==> src/rtl/mips_core.sv <==
`default_nettype none
// ============================================================================
//  Module      : mips_core
//  Description : Single-cycle 32-bit MIPS datapath and control. It fetches the
//                instruction at pc from an external combinational instruction
//                memory and drives an external data memory.
//                Supported instructions: add, sub, and, or, slt, addi, lw, sw,
//                beq and j.
//  Ports       : clk        - single clock, all state updates on rising edge
//                reset      - synchronous active-high, clears pc and registers
//                pc         - current instruction byte address
//                instr      - instruction word at pc
//                memWrite   - data-memory write enable (sw only)
//                aluout     - ALU result, also the data-memory address
//                writeData  - rt register value (store data)
//                readData   - data-memory read data (lw)
//  Revision    : 1.0 - initial release
// ============================================================================
module mips_core #(
    parameter logic [31:0] RESET_PC = 32'h0000_0000
) (
    input  logic        clk,
    input  logic        reset,
    output logic [31:0] pc,
    input  logic [31:0] instr,
    output logic        memWrite,
    output logic [31:0] aluout,
    output logic [31:0] writeData,
    input  logic [31:0] readData
);

    localparam logic [5:0] c_OP_RTYPE = 6'b000000;
    localparam logic [5:0] c_OP_ADDI  = 6'b001000;
    localparam logic [5:0] c_OP_LW    = 6'b100011;
    localparam logic [5:0] c_OP_SW    = 6'b101011;
    localparam logic [5:0] c_OP_BEQ   = 6'b000100;
    localparam logic [5:0] c_OP_J     = 6'b000010;

    localparam logic [5:0] c_FN_ADD   = 6'b100000;
    localparam logic [5:0] c_FN_SUB   = 6'b100010;
    localparam logic [5:0] c_FN_AND   = 6'b100100;
    localparam logic [5:0] c_FN_OR    = 6'b100101;
    localparam logic [5:0] c_FN_SLT   = 6'b101010;

    localparam logic [2:0] c_ALU_ADD  = 3'd0;
    localparam logic [2:0] c_ALU_SUB  = 3'd1;
    localparam logic [2:0] c_ALU_AND  = 3'd2;
    localparam logic [2:0] c_ALU_OR   = 3'd3;
    localparam logic [2:0] c_ALU_SLT  = 3'd4;

    logic [31:0] r_pc;
    logic [31:0] r_regs [0:31];

    logic [5:0]  w_opcode;
    logic [5:0]  w_funct;
    logic [4:0]  w_rs;
    logic [4:0]  w_rt;
    logic [4:0]  w_rd;
    logic [31:0] w_imm_sext;
    logic [31:0] w_rs_val;
    logic [31:0] w_rt_val;

    logic        w_reg_write;
    logic        w_reg_dst;
    logic        w_alu_src;
    logic        w_mem_to_reg;
    logic        w_mem_write;
    logic        w_branch;
    logic        w_jump;
    logic [2:0]  w_alu_op;

    logic [31:0] w_alu_b;
    logic [31:0] w_alu_res;
    logic [4:0]  w_wr_addr;
    logic [31:0] w_wr_data;
    logic [31:0] w_pc_plus4;
    logic [31:0] w_pc_next;
    logic        w_unused_shamt;

    assign w_opcode   = instr[31:26];
    assign w_rs       = instr[25:21];
    assign w_rt       = instr[20:16];
    assign w_rd       = instr[15:11];
    assign w_funct    = instr[5:0];
    assign w_imm_sext = {{16{instr[15]}}, instr[15:0]};

    // Shift amount field has no supported consumer.
    assign w_unused_shamt = ^instr[10:6];

    // $0 is forced to zero on read so it never depends on register contents.
    assign w_rs_val = (w_rs == 5'd0) ? 32'd0 : r_regs[w_rs];
    assign w_rt_val = (w_rt == 5'd0) ? 32'd0 : r_regs[w_rt];

    // Main decoder: unknown opcodes/functs leave every control inactive,
    // which yields no register write, no store and a plain pc + 4.
    always_comb begin
        w_reg_write  = 1'b0;
        w_reg_dst    = 1'b0;
        w_alu_src    = 1'b0;
        w_mem_to_reg = 1'b0;
        w_mem_write  = 1'b0;
        w_branch     = 1'b0;
        w_jump       = 1'b0;
        w_alu_op     = c_ALU_ADD;
        case (w_opcode)
            c_OP_RTYPE: begin
                w_reg_dst = 1'b1;
                case (w_funct)
                    c_FN_ADD: begin w_reg_write = 1'b1; w_alu_op = c_ALU_ADD; end
                    c_FN_SUB: begin w_reg_write = 1'b1; w_alu_op = c_ALU_SUB; end
                    c_FN_AND: begin w_reg_write = 1'b1; w_alu_op = c_ALU_AND; end
                    c_FN_OR:  begin w_reg_write = 1'b1; w_alu_op = c_ALU_OR;  end
                    c_FN_SLT: begin w_reg_write = 1'b1; w_alu_op = c_ALU_SLT; end
                    default:  w_reg_write = 1'b0;
                endcase
            end
            c_OP_ADDI: begin
                w_reg_write = 1'b1;
                w_alu_src   = 1'b1;
            end
            c_OP_LW: begin
                w_reg_write  = 1'b1;
                w_alu_src    = 1'b1;
                w_mem_to_reg = 1'b1;
            end
            c_OP_SW: begin
                w_alu_src   = 1'b1;
                w_mem_write = 1'b1;
            end
            c_OP_BEQ: begin
                w_branch = 1'b1;
                w_alu_op = c_ALU_SUB;
            end
            c_OP_J: begin
                w_jump = 1'b1;
            end
            default: w_reg_write = 1'b0;
        endcase
    end

    assign w_alu_b = w_alu_src ? w_imm_sext : w_rt_val;

    always_comb begin
        w_alu_res = 32'd0;
        case (w_alu_op)
            c_ALU_ADD: w_alu_res = w_rs_val + w_alu_b;
            c_ALU_SUB: w_alu_res = w_rs_val - w_alu_b;
            c_ALU_AND: w_alu_res = w_rs_val & w_alu_b;
            c_ALU_OR:  w_alu_res = w_rs_val | w_alu_b;
            c_ALU_SLT: w_alu_res = {31'd0, ($signed(w_rs_val) < $signed(w_alu_b))};
            default:   w_alu_res = 32'd0;
        endcase
    end

    assign w_wr_addr  = w_reg_dst ? w_rd : w_rt;
    assign w_wr_data  = w_mem_to_reg ? readData : w_alu_res;
    assign w_pc_plus4 = r_pc + 32'd4;

    always_comb begin
        w_pc_next = w_pc_plus4;
        if (w_jump) begin
            w_pc_next = {w_pc_plus4[31:28], instr[25:0], 2'b00};
        end else if (w_branch && (w_alu_res == 32'd0)) begin
            w_pc_next = w_pc_plus4 + (w_imm_sext << 2);
        end
    end

    always_ff @(posedge clk) begin
        if (reset) begin
            r_pc <= RESET_PC;
            for (int i = 0; i < 32; i++) begin
                r_regs[i] <= 32'd0;
            end
        end else begin
            r_pc <= w_pc_next;
            if (w_reg_write && (w_wr_addr != 5'd0)) begin
                r_regs[w_wr_addr] <= w_wr_data;
            end
        end
    end

    assign pc        = r_pc;
    assign aluout    = w_alu_res;
    assign writeData = w_rt_val;
    // The store strobe is suppressed while reset is held.
    assign memWrite  = w_mem_write & ~reset;

endmodule
`default_nettype wire

==> config.mk <==
export PLATFORM = sky130hd
export DESIGN_NAME = mips_core
export DESIGN_NICKNAME = d
export VERILOG_FILES = /design/src/rtl/mips_core.sv
export SDC_FILE = /design/constraint.sdc
export NUM_CORES = 2
export LEC_CHECK = 0
export BUFFER_PORTS_ARGS = -buffer_cell sky130_fd_sc_hd__buf_2
export CORE_ASPECT_RATIO = 0.5
export CORE_UTILIZATION = 55
export CTS_BUF_LIST = sky130_fd_sc_hd__clkbuf_2 sky130_fd_sc_hd__clkbuf_4 sky130_fd_sc_hd__clkbuf_8
export CTS_CLUSTER_SIZE = 30
export DETAILED_ROUTE_END_ITERATION = 12
export PLACE_DENSITY = 0.8
export SKIP_CTS_REPAIR_TIMING = 1
export SYNTH_ARGS = -nofsm -noshare
export SYNTH_HDL_FRONTEND = slang
export SYNTH_SLANG_ARGS = --single-unit
==> constraint.sdc <==
create_clock -name clk -period 9.07 [get_ports clk]
set_clock_uncertainty 0.2 [all_clocks]
set_input_delay 1.3605 -clock clk [delete_from_list [all_inputs] [get_ports clk]]
set_output_delay 1.3605 -clock clk [all_outputs]
set_load 0.01 [all_outputs]
After elaboration in Yosys (flattened, before gate mapping)
Memory sizes are Yosys's and may differ from the RTL's.
Cells that the tools add are included.
{ "word_totals": {"ram_bits": 1024, "inputBits": 66, "word_cells": 65, "reg_bits": 32, "output_inout_bits": 97, "memories": 1} }
{ "op_classes": {"add_sub_neg": 4, "n_eq_ne": 14, "reduce_logical": 13, "mux": 26, "bitwise_logic": 4, "magnitude_cmp": 1} }
{ "memory_table": {"columns": ["name", "depth", "word_bits", "rd", "rd_ports_with_merged_regs", "wr", "line", "text"], "rows": [
  ["r_regs", 32, 32, 2, 0, 32, "52", "logic [31:0] r_regs [0:31];"]
]} }
{ "op_table": {"columns": ["operator", "n"], "rows": [
  ["32-bit 2-to-1 mux", 7],
  ["32-bit case mux with 5 select lines", 1],
  ["32-bit adder", 2],
  ["6-bit == test, second input constant", 7],
  ["32-bit by 3-bit adder with 32-bit output, second input constant", 1],
  ["32-bit AND", 1],
  ["32-bit zero test", 1],
  ["32-bit less-than comparator", 1],
  ["32-bit OR", 1],
  ["32-bit OR reduction", 1],
  ["32-bit subtractor", 1],
  ["1-bit 2-to-1 mux", 13],
  ["3-bit case mux with 4 select lines", 1],
  ["5-bit zero test", 2],
  ["5-bit 2-to-1 mux", 2],
  ["3-bit by 2-bit == test with 1-bit output, second input constant", 2],
  ["6-bit by 2-bit == test with 1-bit output, second input constant", 1],
  ["6-bit by 3-bit == test with 1-bit output, second input constant", 1],
  ["6-bit by 4-bit == test with 1-bit output, second input constant", 1],
  ["6-bit zero test", 1],
  ["3-bit case mux with 2 select lines", 1],
  ["5-bit nonzero test", 1],
  ["5-bit OR reduction", 1],
  ["2-bit OR reduction", 2],
  ["8 further kinds", 9]
]} }

Logic depth before layout (Yosys ltp)
{ "logic_depth": {"ltp_word": 10, "ltp_mapped": 28, "ltp_nobuf": 22} }

Worst setup path after synthesis
Ideal clock, no wire load.
{ "synth_path": {"path_type": "input -> output", "start": "in instr[21]", "end": "out aluout[29]", "cell_stages": 21, "path_buffers": 8, "arrival_time_ps": 7198, "required_ps": 7510, "slack_ps": 312, "cell_sequence": "clkbuf_1 buf_1 buf_2 buf_1 clkbuf_1 buf_1 nor3_1 clkbuf_1 nor3_1 ha_1 nor2b_1 o2111ai_1 a2111o_1 a211oi_1 or2_1 clkbuf_1 a31oi_1 o41ai_1 a21oi_1 xor2_1 o21ai_0"} }
{ "synth_between": {"elab_chain_cells": 4, "word_cells_on_any_way": 8, "classes_between": "add/sub (2); mux (2); bitwise (2); reduce/logical (1); memory (1)"} }
{ "synth_rtl": {"columns": ["element", "line", "text"], "rows": [
  ["start, declared", "25", "input logic [31:0] instr,"],
  ["memory read 32 x 32 bit or 5-bit zero test (tied branches)", null, null],
  ["32-bit 2-to-1 mux (*)", "91", "assign w_rs_val = (w_rs == 5'd0) ? 32'd0 : r_regs[w_rs];"],
  ["32-bit subtractor (tied with other cells)", "147", "c_ALU_SUB: w_alu_res = w_rs_val - w_alu_b;"],
  ["32-bit case mux with 5 select lines (*)", "145", "case (w_alu_op)"],
  ["end, declared", "27", "output logic [31:0] aluout,"]
]} }
Every way passes the cells marked *; elsewhere a longest branch is shown, timed or not.

Worst setup path after layout
{ "layout_path": {"start": "in instr[16]", "end": "out aluout[24]"} }
{ "layout_between": {"elab_chain_cells": 5, "word_cells_on_any_way": 9, "classes_between": "add/sub (2); mux (3); bitwise (2); reduce/logical (1); memory (1)"} }
{ "layout_rtl": {"columns": ["element", "line", "text"], "rows": [
  ["memory read 32 x 32 bit or 5-bit zero test (tied branches)", null, null],
  ["32-bit 2-to-1 mux (*)", "92", "assign w_rt_val = (w_rt == 5'd0) ? 32'd0 : r_regs[w_rt];"],
  ["32-bit 2-to-1 mux (*)", "141", "assign w_alu_b = w_alu_src ? w_imm_sext : w_rt_val;"],
  ["32-bit subtractor (tied with other cells)", "147", null],
  ["32-bit case mux with 5 select lines (*)", "145", null]
]} }
Marks and branches as above.

==> impl_metrics.ini <==
[run]
cap_viol_max_count = 0

[sta]
slew_headroom_pct = 2.178
slew_violations = 0
hold_viol_final = 0
min_period_over_period_pct = 99.39
setup_viol = 0
max_freq_ghz = 0.1109
min_period_ns = 9.015
worst_pin_slew_ns = 1.456

[power]
p_leak_nw = 25.33
peakVddDrop_v = 0.0001423
powerDensity_nw_per_um2 = 192.1
finalPower_mw = 13.08

[logic_synthesis]
yosysUniqueCellTypes = 85
syn_inst = 4740
avgSynthCellArea_um2 = 12.90
synth_edf_count = 1024
yosysSeqAreaShare_pct = 51.29
synth_ff_type = edfxtp_1
synth.yosys.warnings = 0
syn-cell-area_um2 = 61120
async_flop_share_pct = 0
ys_ff_latch = 1054

[layout]
stdcell_area_um2 = 68130
area_delta_synth_final_pct = 11.45
drive_gt1_share_pct = 27.65
fin_nets = 5137
nFillCells = 7928
fin_util_pct = 61.83

[critical_path]
crit_type = in2out
cp.required_ns = 7.51
crit_path_top_delay_cell = mux2i_2
cp_max_fo = 49
reg2reg_to = pc[23]
worst_path_most_repeated_cell = a211o_1
ff2ff_path_depth = 18
crit_chain = buf_12 > buf_12 > mux4_2 > mux4_2 > mux2i_2 > buf_4 > nor2_1 > nand2_1 > nand2_1 > ha_1 > and3_1 > nand3_1 > a211o_1 > a21o_1 > a211o_1 > a2111oi_2 > o21bai_1 > a211o_1 > buf_2
r2r_slack_ns = 1.62
slowest_delay_ns = 0.64
crit_family = compound AO/OA/AOI/OAI gates
cp-start-kind = input port
cp.arrival_ns = 7.45
r2r_start = r_regs[31][4]
cp-end-kind = output pin
cp_num_buf_inv = 4
setup.worst_path.start = instr[16]

[die]
die_h_um = 237.7
dieWidth_um = 473.5
io_pins = 163
rows = 86
die-area_um2 = 112600
core_area_um2 = 110200
floorplan.initialDensity_pct = 55.47

[clock_network]
clockBufferDepth = 3
clk_pin_slew_worst_paths_ns = 0.06
cts_sinks = 1054
numCtsBuffers = 152
cts_tree = done
cts_root_buf = clkbuf_8
cts_max_level = 4
clk_latency_ns = 0.91

[worst_hold_path]
hp-class = reg2reg
min_path_cells = 3
min_to = pc[31]
hold_start = pc[31]

[global_route]
grt_pass1_wl_um = 319800
gr-total-overflow = 0
grt_pass1_vias = 46796
track_usage_pct = 40.28
antenna_found_initial = 7
grt_max_degree = 76

[status]
violations = design-rule violations
outcome = complete, but fails checks

[place]
gp_congestion = 0.9896
io_buffers = 160
dp_hpwl_um = 147700
placed_area_um2 = 65230

[routing]
vias = 48137
drt_iter0_drc = 9429
firstDrtPassIters = 13
drt-total-wl_um = 228400
drc = 2
ant_nets = 0
viasPerCell = 7.346
detail_route.wl_per_cell_um = 34.86
[per-stage QoR]
stage / setup slack (ns) / std cells / hold WS, ns / TNS [ns]
floorplan: 0.3116 / 4773 / 0.4662 / 0
global placement: -0.1722 / 6279 / 0.4319 / -0.7035
detailed placement: -0.1910 / 6279 / 0.4603 / -2.516
CTS: -0.04488 / 6541 / 0.4774 / -0.08240
global route: -0.1201 / 6545 / 0.5408 / -0.3280
finish: 0.05502 / 6553 / 0.4706 / 0
[where the power goes]
part           internal (mW)  switching (mW)  leakage [nW]
registers               5.50          0.0990          10.8
logic                   1.21            2.51          13.0
clock network           1.80            1.96          1.51
[logic make-up (layout without fill, tap and decap cells)]
group                      Yosys count  after routing  synth area share (%)
xor gates and xnor gates            55             55                0.7881
buffers and inverters              560            833                 3.511
adders and majority gates          133            133                 2.759
AOI/OAI and AO/OA                  510            510                 5.867
other                                1             45              0.006135
DFF                               1054           1054                 51.29
and+or+nand+nor                   1642           1642                 11.18
muxes                              785            785                 24.60
[tightest hold or removal path, delay by kind of cell (launching register included)]
family	cells	cell delay, ns
flops	1	0.34
simple gates	1	0.06
compound gates	1	0.12
xor+xnor	1	0.10
[placed cells by master (no fill, tap or decap), types with 23 or more instances in the layout]
master,instances
clkbuf_4,48
nand3_1,39
mux2_2,38
clkinv_1,35
a21o_1,35
nand2_1,160
nor2b_1,24
a21oi_1,108
a211oi_1,48
xnor2_1,39
edfxtp_1,1024
dfxtp_1,30
conb_1,34
nor3_1,77
mux4_2,570
nand2b_2,31
ha_1,130
mux2i_4,28
o22ai_1,30
mux2i_1,148
inv_1,120
buf_4,271
o21ai_0,51
clkbuf_8,154
buf_2,151
buf_12,23
nor2_1,1179
[area by class of cell]
type	instances	area, um2	area share [%]
Tap cell	1496	1872	2.748
Antenna cell	11	27.53	0.04041
Sequential cell	1054	31350	46.02
Clock inverter	60	354.1	0.5198
Multi-Input combinational cell	3159	28270	41.50
Inverter	121	454.2	0.6667
Timing Repair Buffer	450	3318	4.871
Clock buffer	202	2480	3.640
[sequential cells by signal, summed over array words and instances (netlist names)]
name,flops
r_regs,1024
pc,30
[worst max path at each step]
stage | cells past startpoint | slack (ns) | endpoint
floorplan | 21 | 0.31 | aluout[29]
global placement | 23 | -0.17 | pc[23]
detailed placement | 23 | -0.19 | pc[23]
CTS | 19 | -0.04 | aluout[24]
global route | 21 | -0.12 | aluout[30]
finish | 19 | 0.06 | aluout[24]
[Yosys cell counts (all sizes together) (6+ instances only)]
master | count | share of area, %
a211o | 18 | 0.26
a211oi | 48 | 0.59
a21o | 35 | 0.43
a21oi | 108 | 0.88
a221oi | 22 | 0.33
a22o | 21 | 0.30
a31o | 6 | 0.086
a31oi | 21 | 0.21
and2 | 14 | 0.14
and3 | 17 | 0.17
buf | 81 | 0.57
clkbuf | 358 | 2.2
dfxtp | 30 | 0.98
edfxtp | 1024 | 50
ha | 130 | 2.7
inv | 121 | 0.74
mux2 | 38 | 0.70
mux2i | 177 | 2.9
mux4 | 570 | 21
nand2 | 171 | 1.1
nand2b | 50 | 0.51
nand3 | 39 | 0.32
nand4 | 12 | 0.12
nor2 | 1180 | 7.2
nor2b | 25 | 0.26
nor3 | 80 | 0.66
nor3b | 7 | 0.10
o211ai | 16 | 0.20
o21a | 17 | 0.21
o21ai | 61 | 0.50
o21bai | 16 | 0.20
o221a | 9 | 0.17
o221ai | 22 | 0.32
o22ai | 30 | 0.31
o31ai | 10 | 0.13
or2 | 7 | 0.072
or3 | 13 | 0.13
or4 | 9 | 0.11
xnor2 | 39 | 0.56
xor2 | 16 | 0.23
[metal layers]
metal	track usage [%]	wire [um]
met3	19.95	44620
met1	49.41	71400
met4	22.90	15890
met5	3.156	728
met2	57.53	95770
(Power assumes the default switching activity.)
